<file path="src/rtl/multicycle_controller.sv">
// rtl/multicycle_controller.sv - multi-cycle control FSM for the MIPS-subset CPU
// Moore decode from state; FETCH ir_we/pc_we follow mem_ready, BRANCH pc_we follows zero.
module multicycle_controller #(
    parameter int MEM_TIMEOUT = 16
) (
    input  logic       clk,
    input  logic       reset,
    input  logic [5:0] op,
    input  logic [5:0] funct,
    input  logic       zero,
    input  logic       mem_ready,
    output logic       mem_req,
    output logic       mem_we,
    output logic       iord,
    output logic       ir_we,
    output logic       pc_we,
    output logic [1:0] pc_src,
    output logic       alu_src_a,
    output logic [1:0] alu_src_b,
    output logic [2:0] alu_op,
    output logic       reg_write,
    output logic [1:0] reg_dst,
    output logic [1:0] mem_to_reg,
    output logic       illegal
);
    localparam int CW = $clog2(MEM_TIMEOUT + 1);

    localparam logic [5:0] OP_RTYPE = 6'h00;
    localparam logic [5:0] OP_J     = 6'h02;
    localparam logic [5:0] OP_JAL   = 6'h03;
    localparam logic [5:0] OP_BEQ   = 6'h04;
    localparam logic [5:0] OP_BNE   = 6'h05;
    localparam logic [5:0] OP_ADDI  = 6'h08;
    localparam logic [5:0] OP_ADDIU = 6'h09;
    localparam logic [5:0] OP_XORI  = 6'h0E;
    localparam logic [5:0] OP_LW    = 6'h23;
    localparam logic [5:0] OP_SW    = 6'h2B;
    localparam logic [5:0] FN_JR    = 6'h08;
    localparam logic [5:0] FN_ADD   = 6'h20;
    localparam logic [5:0] FN_SUB   = 6'h22;
    localparam logic [5:0] FN_SLT   = 6'h2A;

    typedef enum logic [3:0] {
        S_FETCH, S_DECODE, S_EXEC_R, S_EXEC_I, S_BRANCH, S_JUMP,
        S_MEM_ADDR, S_MEM_RD, S_MEM_WR, S_WB_ALU, S_WB_MEM, S_TRAP
    } state_t;

    state_t          r_state;
    state_t          w_next;
    logic [CW-1:0]   r_wait_cnt;
    logic            r_illegal;
    logic            w_timeout;
    logic            w_rtype, w_r_alu, w_jr, w_mem, w_i_alu, w_branch, w_jump;
    logic [2:0]      w_r_alu_op;

    assign w_rtype  = (op == OP_RTYPE);
    assign w_r_alu  = w_rtype && (funct == FN_ADD || funct == FN_SUB || funct == FN_SLT);
    assign w_jr     = w_rtype && (funct == FN_JR);
    assign w_mem    = (op == OP_LW) || (op == OP_SW);
    assign w_i_alu  = (op == OP_ADDI) || (op == OP_ADDIU) || (op == OP_XORI);
    assign w_branch = (op == OP_BEQ) || (op == OP_BNE);
    assign w_jump   = (op == OP_J) || (op == OP_JAL) || w_jr;
    assign w_timeout = (r_wait_cnt == CW'(MEM_TIMEOUT - 1));

    always_comb begin
        w_r_alu_op = 3'd0;
        case (funct)
            FN_SUB:  w_r_alu_op = 3'd1;
            FN_SLT:  w_r_alu_op = 3'd3;
            default: w_r_alu_op = 3'd0;
        endcase
    end

    always_comb begin
        w_next = r_state;
        case (r_state)
            S_FETCH: begin
                if (mem_ready)      w_next = S_DECODE;
                else if (w_timeout) w_next = S_TRAP;
            end
            S_DECODE: begin
                if (w_mem)          w_next = S_MEM_ADDR;
                else if (w_i_alu)   w_next = S_EXEC_I;
                else if (w_r_alu)   w_next = S_EXEC_R;
                else if (w_branch)  w_next = S_BRANCH;
                else if (w_jump)    w_next = S_JUMP;
                else                w_next = S_TRAP;
            end
            S_EXEC_R, S_EXEC_I: w_next = S_WB_ALU;
            S_MEM_ADDR: w_next = (op == OP_LW) ? S_MEM_RD : S_MEM_WR;
            S_MEM_RD: begin
                if (mem_ready)      w_next = S_WB_MEM;
                else if (w_timeout) w_next = S_TRAP;
            end
            S_MEM_WR: begin
                if (mem_ready)      w_next = S_FETCH;
                else if (w_timeout) w_next = S_TRAP;
            end
            S_WB_ALU, S_WB_MEM, S_BRANCH, S_JUMP: w_next = S_FETCH;
            S_TRAP:  w_next = S_TRAP;
            default: w_next = S_TRAP;
        endcase
    end

    // Wait counter restarts on every state change, so each memory state gets a fresh budget.
    always_ff @(posedge clk or posedge reset) begin
        if (reset) begin
            r_state    <= S_FETCH;
            r_wait_cnt <= '0;
            r_illegal  <= 1'b0;
        end else begin
            r_state <= w_next;
            if (w_next != r_state)
                r_wait_cnt <= '0;
            else if (mem_req && !mem_ready)
                r_wait_cnt <= r_wait_cnt + CW'(1);
            if (w_next == S_TRAP)
                r_illegal <= 1'b1;
        end
    end

    assign illegal = r_illegal;

    // Gating on reset keeps every enable low for the whole reset window, even mid-access.
    always_comb begin
        mem_req    = 1'b0;
        mem_we     = 1'b0;
        iord       = 1'b0;
        ir_we      = 1'b0;
        pc_we      = 1'b0;
        pc_src     = 2'd0;
        alu_src_a  = 1'b0;
        alu_src_b  = 2'd0;
        alu_op     = 3'd0;
        reg_write  = 1'b0;
        reg_dst    = 2'd0;
        mem_to_reg = 2'd0;
        if (!reset) begin
            case (r_state)
                S_FETCH: begin
                    mem_req   = 1'b1;
                    alu_src_b = 2'd1;
                    ir_we     = mem_ready;
                    pc_we     = mem_ready;
                end
                S_DECODE: alu_src_b = 2'd3;
                S_EXEC_R: begin
                    alu_src_a = 1'b1;
                    alu_op    = w_r_alu_op;
                end
                S_EXEC_I: begin
                    alu_src_a = 1'b1;
                    alu_src_b = 2'd2;
                    alu_op    = (op == OP_XORI) ? 3'd2 : 3'd0;
                end
                S_WB_ALU: begin
                    reg_write = 1'b1;
                    reg_dst   = w_rtype ? 2'd1 : 2'd0;
                end
                S_BRANCH: begin
                    alu_src_a = 1'b1;
                    alu_op    = 3'd1;
                    pc_src    = 2'd1;
                    pc_we     = (op == OP_BNE) ? !zero : zero;
                end
                S_JUMP: begin
                    pc_we  = 1'b1;
                    pc_src = w_jr ? 2'd3 : 2'd2;
                    if (op == OP_JAL) begin
                        reg_write  = 1'b1;
                        reg_dst    = 2'd3;
                        mem_to_reg = 2'd2;
                    end
                end
                S_MEM_ADDR: begin
                    alu_src_a = 1'b1;
                    alu_src_b = 2'd2;
                end
                S_MEM_RD: begin
                    mem_req = 1'b1;
                    iord    = 1'b1;
                end
                S_MEM_WR: begin
                    mem_req = 1'b1;
                    mem_we  = 1'b1;
                    iord    = 1'b1;
                end
                S_WB_MEM: begin
                    reg_write  = 1'b1;
                    mem_to_reg = 2'd1;
                end
                default: ;
            endcase
        end
    end
endmodule

</file>
<file path="config.mk">
export PLATFORM = sky130hd
export DESIGN_NAME = multicycle_controller
export DESIGN_NICKNAME = d
export VERILOG_FILES = /design/src/rtl/multicycle_controller.sv
export SDC_FILE = /design/constraint.sdc
export NUM_CORES = 1
export LEC_CHECK = 0
export ABC_AREA = 1
export BUFFER_PORTS_ARGS = -buffer_cell sky130_fd_sc_hd__buf_2
export CELL_PAD_IN_SITES_DETAIL_PLACEMENT = 1
export CELL_PAD_IN_SITES_GLOBAL_PLACEMENT = 1
export CORE_MARGIN = 2
export CORE_UTILIZATION = 30
export CTS_CLUSTER_DIAMETER = 200
export DETAILED_ROUTE_END_ITERATION = 16
export PLACE_DENSITY_LB_ADDON = 0.08
export SLEW_MARGIN = 20
export SYNTH_ARGS = -nofsm -noshare
export SYNTH_HDL_FRONTEND = slang
export SYNTH_SLANG_ARGS = --single-unit
export TNS_END_PERCENT = 50
</file>
<file path="constraint.sdc">
create_clock -name clk -period 2.07 [get_ports clk]
set_input_delay 0.414 -clock clk [delete_from_list [all_inputs] [get_ports clk]]
set_output_delay 0.414 -clock clk [all_outputs]
set_load 0.05 [all_outputs]
</file>
==> metrics, run 1 <==
max-slew violations=0; RR Startpoint=r_wait_cnt[0]$_DFFE_PP0P_; Gate Count Post-Synth=201; Mapped Nets=219; Critical Path End Type=output pin; commonest non-fill, non-tap cell in the layout=nand2_1; PortBufs=33; clk_lat worst skew=0.23 ns; WP buf/inv=2; Critical Path Most Common Cell=nor2_4; Hold Violations, Final=0; register area share after synthesis=0.213; Final ANT Viol Nets=0; Max Freq=491 MHz; CORE AREA=3720 sq um; Routed WL=4.04 mm; Yosys reg bits=10; Synth area leader=dfrtp_1; Syn. warnings=0; clk sinks=10; num rows=22; first-pass GRT wire length=6.23 mm; wire per inst=13.2 um; Clock Tree Buf Depth=2; Post-CTS Hold Fix Bufs=0; first-pass detailed-route iteration total=4; most frequent cells in the layout=nand2_1, buf_4, inv_1; logic gate share of total power=0.156; DIE AREA=4440 sq um; share of post-route cells with drive strength above 1=0.463; gr usage total=0.181; PwrDens=257 nW/um^2; switching power share of the total=0.241; top cell type's share of synthesized area=0.213; Clock Power Share=0.417; root buf cell=clkbuf_8; initial antenna violation count=0; Area Growth Syn to Fin=51.7%; r2r worst-path depth=15; Critical Path Fanout Max=5; Sw Pwr=0.111 mW; Antenna diodes=0; Hold Crit Class=in -> async; Critical Path RT=1.66 ns; delay-heaviest family, CP=flip-flops; RSZ-0062 raised after global routing=true; pre-CTS setup slack=-0.0662 ns; Setup Skew=0.00172 ns; clock-pin slew on the worst setup and hold paths=0.04 ns; Nets=279; status=finished clean; Final Setup Violations=0; largest cells by area after synthesis=dfrtp_1, nand2_1, inv_1, nor2_1, nand3_1; VDD IR max=270 uV; Maximum Capacitance Violations=0; Post-Syn Area per Cell=5.85 sq um; total congestion overflow=0; I/O pins=35; CP Launch Type=register; PnR worst setup slack=0.0342 ns; crit path kind=reg -> out; TritonCTS clock tree=built; cts bufs inserted=3; CP max-delay cell=dfrtp_2; via count=1468; DP Cell Count=293; period utilization=0.983; fill count=502; leakage power=0.878 nW; Initial Util=0.316; Crit path largest cell delay=0.46 ns; htree depth=1; Die Width=66.6 um; GPL Wtd Cong=0.850; crit-path cells=nor2_4, inv_1, nor2_4, nand2_1, a31oi_2, buf_6; Post-Synthesis Cell Area=1180 sq um; Via-to-Cell Ratio=4.78; post-route insts no fill=307; DP HPWL=3.31 mm; Int Pwr=0.349 mW; die height=66.6 um; Levels on crit path=6; drt drc=0; vias in the first global route=1436; Final min period=2.04 ns; crit path DAT=1.62 ns; First DRT Iteration DRCs=32; sequential share of power=0.427; CP startpoint=r_state[2]$_DFF_PP0_; largest net degree at the start of global routing=17; Synth cell types=29
==> flip-flops by register name (all words and copies together), names as in the netlist <==
| name | cells |
|---|---|
| r_state | 4 |
| illegal | 1 |
| r_wait_cnt | 5 |
==> layout make-up <==
cell class / instances / area, sq um / share of cell area
multi-input cells: 152 / 882 / 0.494
repair buffers: 58 / 408 / 0.229
flip-flops and latches: 10 / 255 / 0.143
inverters: 36 / 138 / 0.0771
well taps: 48 / 60.1 / 0.0337
clock buffers: 3 / 41.3 / 0.0231
==> layer usage <==
| layer | vias up | routed length (um) | track usage |
|---|---|---|---|
| met2 | 25 | 2070 | 0.319 |
| li1 | 737 | - | - |
| met4 | 0 | 0 | 0.00765 |
| met3 | 0 | 151 | 0.0389 |
| met5 | - | 0 | 0 |
| met1 | 706 | 1820 | 0.238 |
==> worst register-to-register path, stage by stage, from the launching register on <==
cell and delay [ns]:
dfrtp_1 0.40, ha_2 0.19, inv_2 0.05, nor2_1 0.05, ha_2 0.22, nor2_4 0.13, nand2_1 0.07, nand2_1 0.08
nand2_2 0.06, nor2_2 0.13, nand2_2 0.09, nand2_2 0.06, nand2_2 0.06, nor2_4 0.10, nand3_4 0.11, nor2_2 0.11
==> power groups by stage <==
| stage | sequential (mW) | clock, mW | combinational (mW) |
|---|---|---|---|
| 2_1_floorplan | 0.199 | 0 | 0.0325 |
| 3_3_place_gp | 0.199 | 0 | 0.0639 |
| 3_5_place_dp | 0.199 | 0 | 0.0670 |
| 4_1_cts | 0.196 | 0.199 | 0.0703 |
| 5_1_grt | 0.196 | 0.219 | 0.0794 |
| 6_report | 0.196 | 0.191 | 0.0716 |
==> path summary, 6_finish.rpt <==
check                                             to  slack, ns
max                                            pc_we       0.03
min                        r_wait_cnt[2]$_DFFE_PP0P_       0.40
max reg2reg                r_wait_cnt[4]$_DFFE_PP0P_       0.11
min reg2reg                      illegal$_DFFE_PP0N_       0.48
max in group asynchronous       r_state[0]$_DFF_PP0_       1.52
min in group clk                 illegal$_DFFE_PP0N_       0.48
==> synthesized netlist by cell type (all sizes together) <==
| master | number |
|---|---|
| nand3 | 16 |
| nand2 | 57 |
| a2111oi | 1 |
| o21ai | 7 |
| a21oi | 8 |
| buf | 2 |
| o21a | 1 |
| xnor2 | 1 |
| nor3 | 5 |
| nor2 | 45 |
| a31oi | 1 |
| conb | 1 |
| nand4 | 2 |
| nand3b | 1 |
| xor2 | 2 |
| a31o | 1 |
| dfrtp | 10 |
| clkbuf | 1 |
| nor4 | 1 |
| inv | 36 |
| ha | 2 |
==> through the flow <==
| step | instance area (sq um) | total power [mW] | utilization | hold slack (ns) | setup TNS (ns) |
|---|---|---|---|---|---|
| after floorplan | 1190 | 0.232 | - | 0.278 | -0.743 |
| after global routing | 1780 | 0.494 | 0.480 | 0.410 | -0.442 |
| after global placement | 1500 | 0.263 | 0.404 | 0.455 | -0.000533 |
| after CTS | 1610 | 0.466 | 0.433 | 0.394 | -0.0339 |
| final | 1780 | 0.459 | 0.480 | 0.397 | 0 |
| after detailed placement | 1500 | 0.266 | 0.404 | 0.470 | -0.213 |
==> cells by family (layout without fill, tap and decap cells) <==
family | after synthesis | after routing | share of synthesized area
other cells | 1 | 1 | 0.00319
flops | 10 | 10 | 0.213
simple gates | 127 | 127 | 0.510
xor+xnor | 3 | 3 | 0.0223
compound gates | 19 | 19 | 0.0968
buf+inv | 39 | 97 | 0.134
fa+ha+maj | 2 | 2 | 0.0213
==> timing repair <==
action	in CTS	in global routing
pin swaps	3	10
gates cloned	0	0
buffers inserted	1	10
gates resized for setup	20	38
endpoints found under the setup margin	17	19
No activity file was read; power rests on OpenSTA's default activity.
==> run 2: changes to the inputs <==
Clock period 2.07 ns to 1.9 ns, I/O delays scaled along.
==> run 2 against run 1 <==
The run now ends with negative setup slack left. Clock-buffer cell count up 1. Sequential cell count unchanged. Global-route usage up 3.5 points. Critical path depth up 2. Via count up 12%. Sequential power up 9%. Sequential share of layout area down 2.8 points. Routed wire length up 31%. Die area unchanged. Clock power up 40%. Clock skew down 0.00060 ns. Critical path type unchanged. Critical endpoint is now reg_write.
==> metrics, run 2 (synthesis results as in run 1) <==
Final Util=0.599; Clock Tree Buf Depth=2; DP Cell Count=313; clock-pin slew on the worst setup and hold paths=0.05 ns; Max Freq=490 MHz; Die Width=66.6 um; Area Growth Syn to Fin=89.1%; RSZ-0062 raised after global routing=true; Final ANT Viol Nets=0; Int Pwr=0.438 mW; share of post-route cells with drive strength above 1=0.604; first-pass detailed-route iteration total=4; status=finished, violations left; GPL Wtd Cong=0.821; largest reg by FF count=r_wait_cnt; cts bufs inserted=3; Hold Violations, Final=0; Antenna diodes=0; Post-CTS Hold Fix Bufs=0; r2r worst-path depth=13; total congestion overflow=0; most frequent cells in the layout=buf_4, nand2_1, inv_1; TritonCTS clock tree=built; DIE AREA=4440 sq um; num rows=22; Initial Util=0.316; PortBufs=33; logic gate share of total power=0.179; Critical Path RT=1.52 ns; Final min period=2.04 ns; Setup TNS=-1.55 ns; max FFs per register=5; failing checks=negative setup slack; initial antenna violation count=0; switching power share of the total=0.253; leakage power=1.05 nW; crit path kind=reg -> out; period utilization=1.07; clk_lat worst skew=0.24 ns; Nets=304; Via-to-Cell Ratio=4.95; I/O pins=35; Routed WL=5.28 mm; VDD IR max=283 uV; DP HPWL=3.55 mm; Maximum Capacitance Violations=0; sequential share of power=0.364; via count=1648; First DRT Iteration DRCs=62; largest net degree at the start of global routing=11; wire per inst=15.8 um; htree depth=1; Clock Power Share=0.457; CP Launch Type=register; vias in the first global route=1652; crit path DAT=1.66 ns; gr usage total=0.217; Final Setup Violations=17; root buf cell=clkbuf_8; PwrDens=264 nW/um^2; Critical Path Fanout Max=4; drt drc=0; die height=66.6 um; first-pass GRT wire length=7.41 mm; Hold Crit Class=in -> async; Sw Pwr=0.148 mW; PnR worst setup slack=-0.142 ns; max-slew violations=0; Setup Skew=0.00112 ns; commonest non-fill, non-tap cell in the layout=buf_4; fill count=489; post-route insts no fill=333; Critical Path End Type=output pin; clk sinks=10; CORE AREA=3720 sq um
## run 2: cell count changes in the layout (fill, tap and decap cells not counted), sizes merged
cell / previous run / this run
clkbuf: 4 / 5
buf: 57 / 82
## run 2: critical path, stage by stage, from the launching register on
cell	delay, ns
dfrtp_2	0.46
inv_4	0.11
nor2_4	0.04
buf_4	0.13
buf_4	0.14
o21ai_0	0.19
buf_4	0.15
a21oi_4	0.05
buf_6	0.15
## run 2: layout make-up
cell class	count	area [sq um]	area share
clock buffers	4	55.1	0.0247
inverters	36	138	0.0619
multi-input cells	152	1040	0.470
flip-flops and latches	10	255	0.115
well taps	48	60.1	0.0270
repair buffers	83	672	0.302
## run 2: routing by layer
metal / part of all wire / track usage
met1: 0.42 / 0.267
met2: 0.54 / 0.411
met3: 0.030 / 0.0304
met4: 0.012 / 0.0153
met5: 0 / 0
## run 2: worst paths after layout
| check | from | slack (ns) | endpoint |
|---|---|---|---|
| setup reg to reg | r_state[1]$_DFF_PP0_ | -0.08 | r_wait_cnt[3]$_DFFE_PP0P_ |
| hold / removal | reset | 0.33 | r_wait_cnt[2]$_DFFE_PP0P_ |
| hold reg to reg | illegal$_DFFE_PP0N_ | 0.48 | illegal$_DFFE_PP0N_ |
| setup / recovery | r_state[0]$_DFF_PP0_ | -0.14 | reg_write |
| max in group asynchronous | reset | 1.41 | r_state[1]$_DFF_PP0_ |
| min in group clk | illegal$_DFFE_PP0N_ | 0.48 | illegal$_DFFE_PP0N_ |
## run 2: through the flow
step                hold WS (ns)  instance area [sq um]  power [mW]  setup slack (ns)
floorplan                  0.244                   1230       0.253            -0.436
global placement           0.451                   1690       0.296            -0.135
global route               0.361                   2220       0.613            -0.216
CTS                        0.316                   1980       0.576            -0.109
detailed placement         0.466                   1690       0.302            -0.268
finish                     0.334                   2220       0.587            -0.142
## run 2: repair_timing
action	in CTS	in global routing
gates resized for setup	61	50
pin swaps	21	24
buffers inserted	8	8
setup endpoints to repair	21	22
## run 2: power groups by stage
| stage | clock network (mW) | registers, mW | logic (mW) |
|---|---|---|---|
| detailed placement | 0 | 0.217 | 0.0849 |
| CTS | 0.274 | 0.213 | 0.0889 |
| global placement | 0 | 0.217 | 0.0795 |
| global route | 0.284 | 0.213 | 0.116 |
| floorplan | 0 | 0.217 | 0.0365 |
| finish | 0.268 | 0.213 | 0.105 |
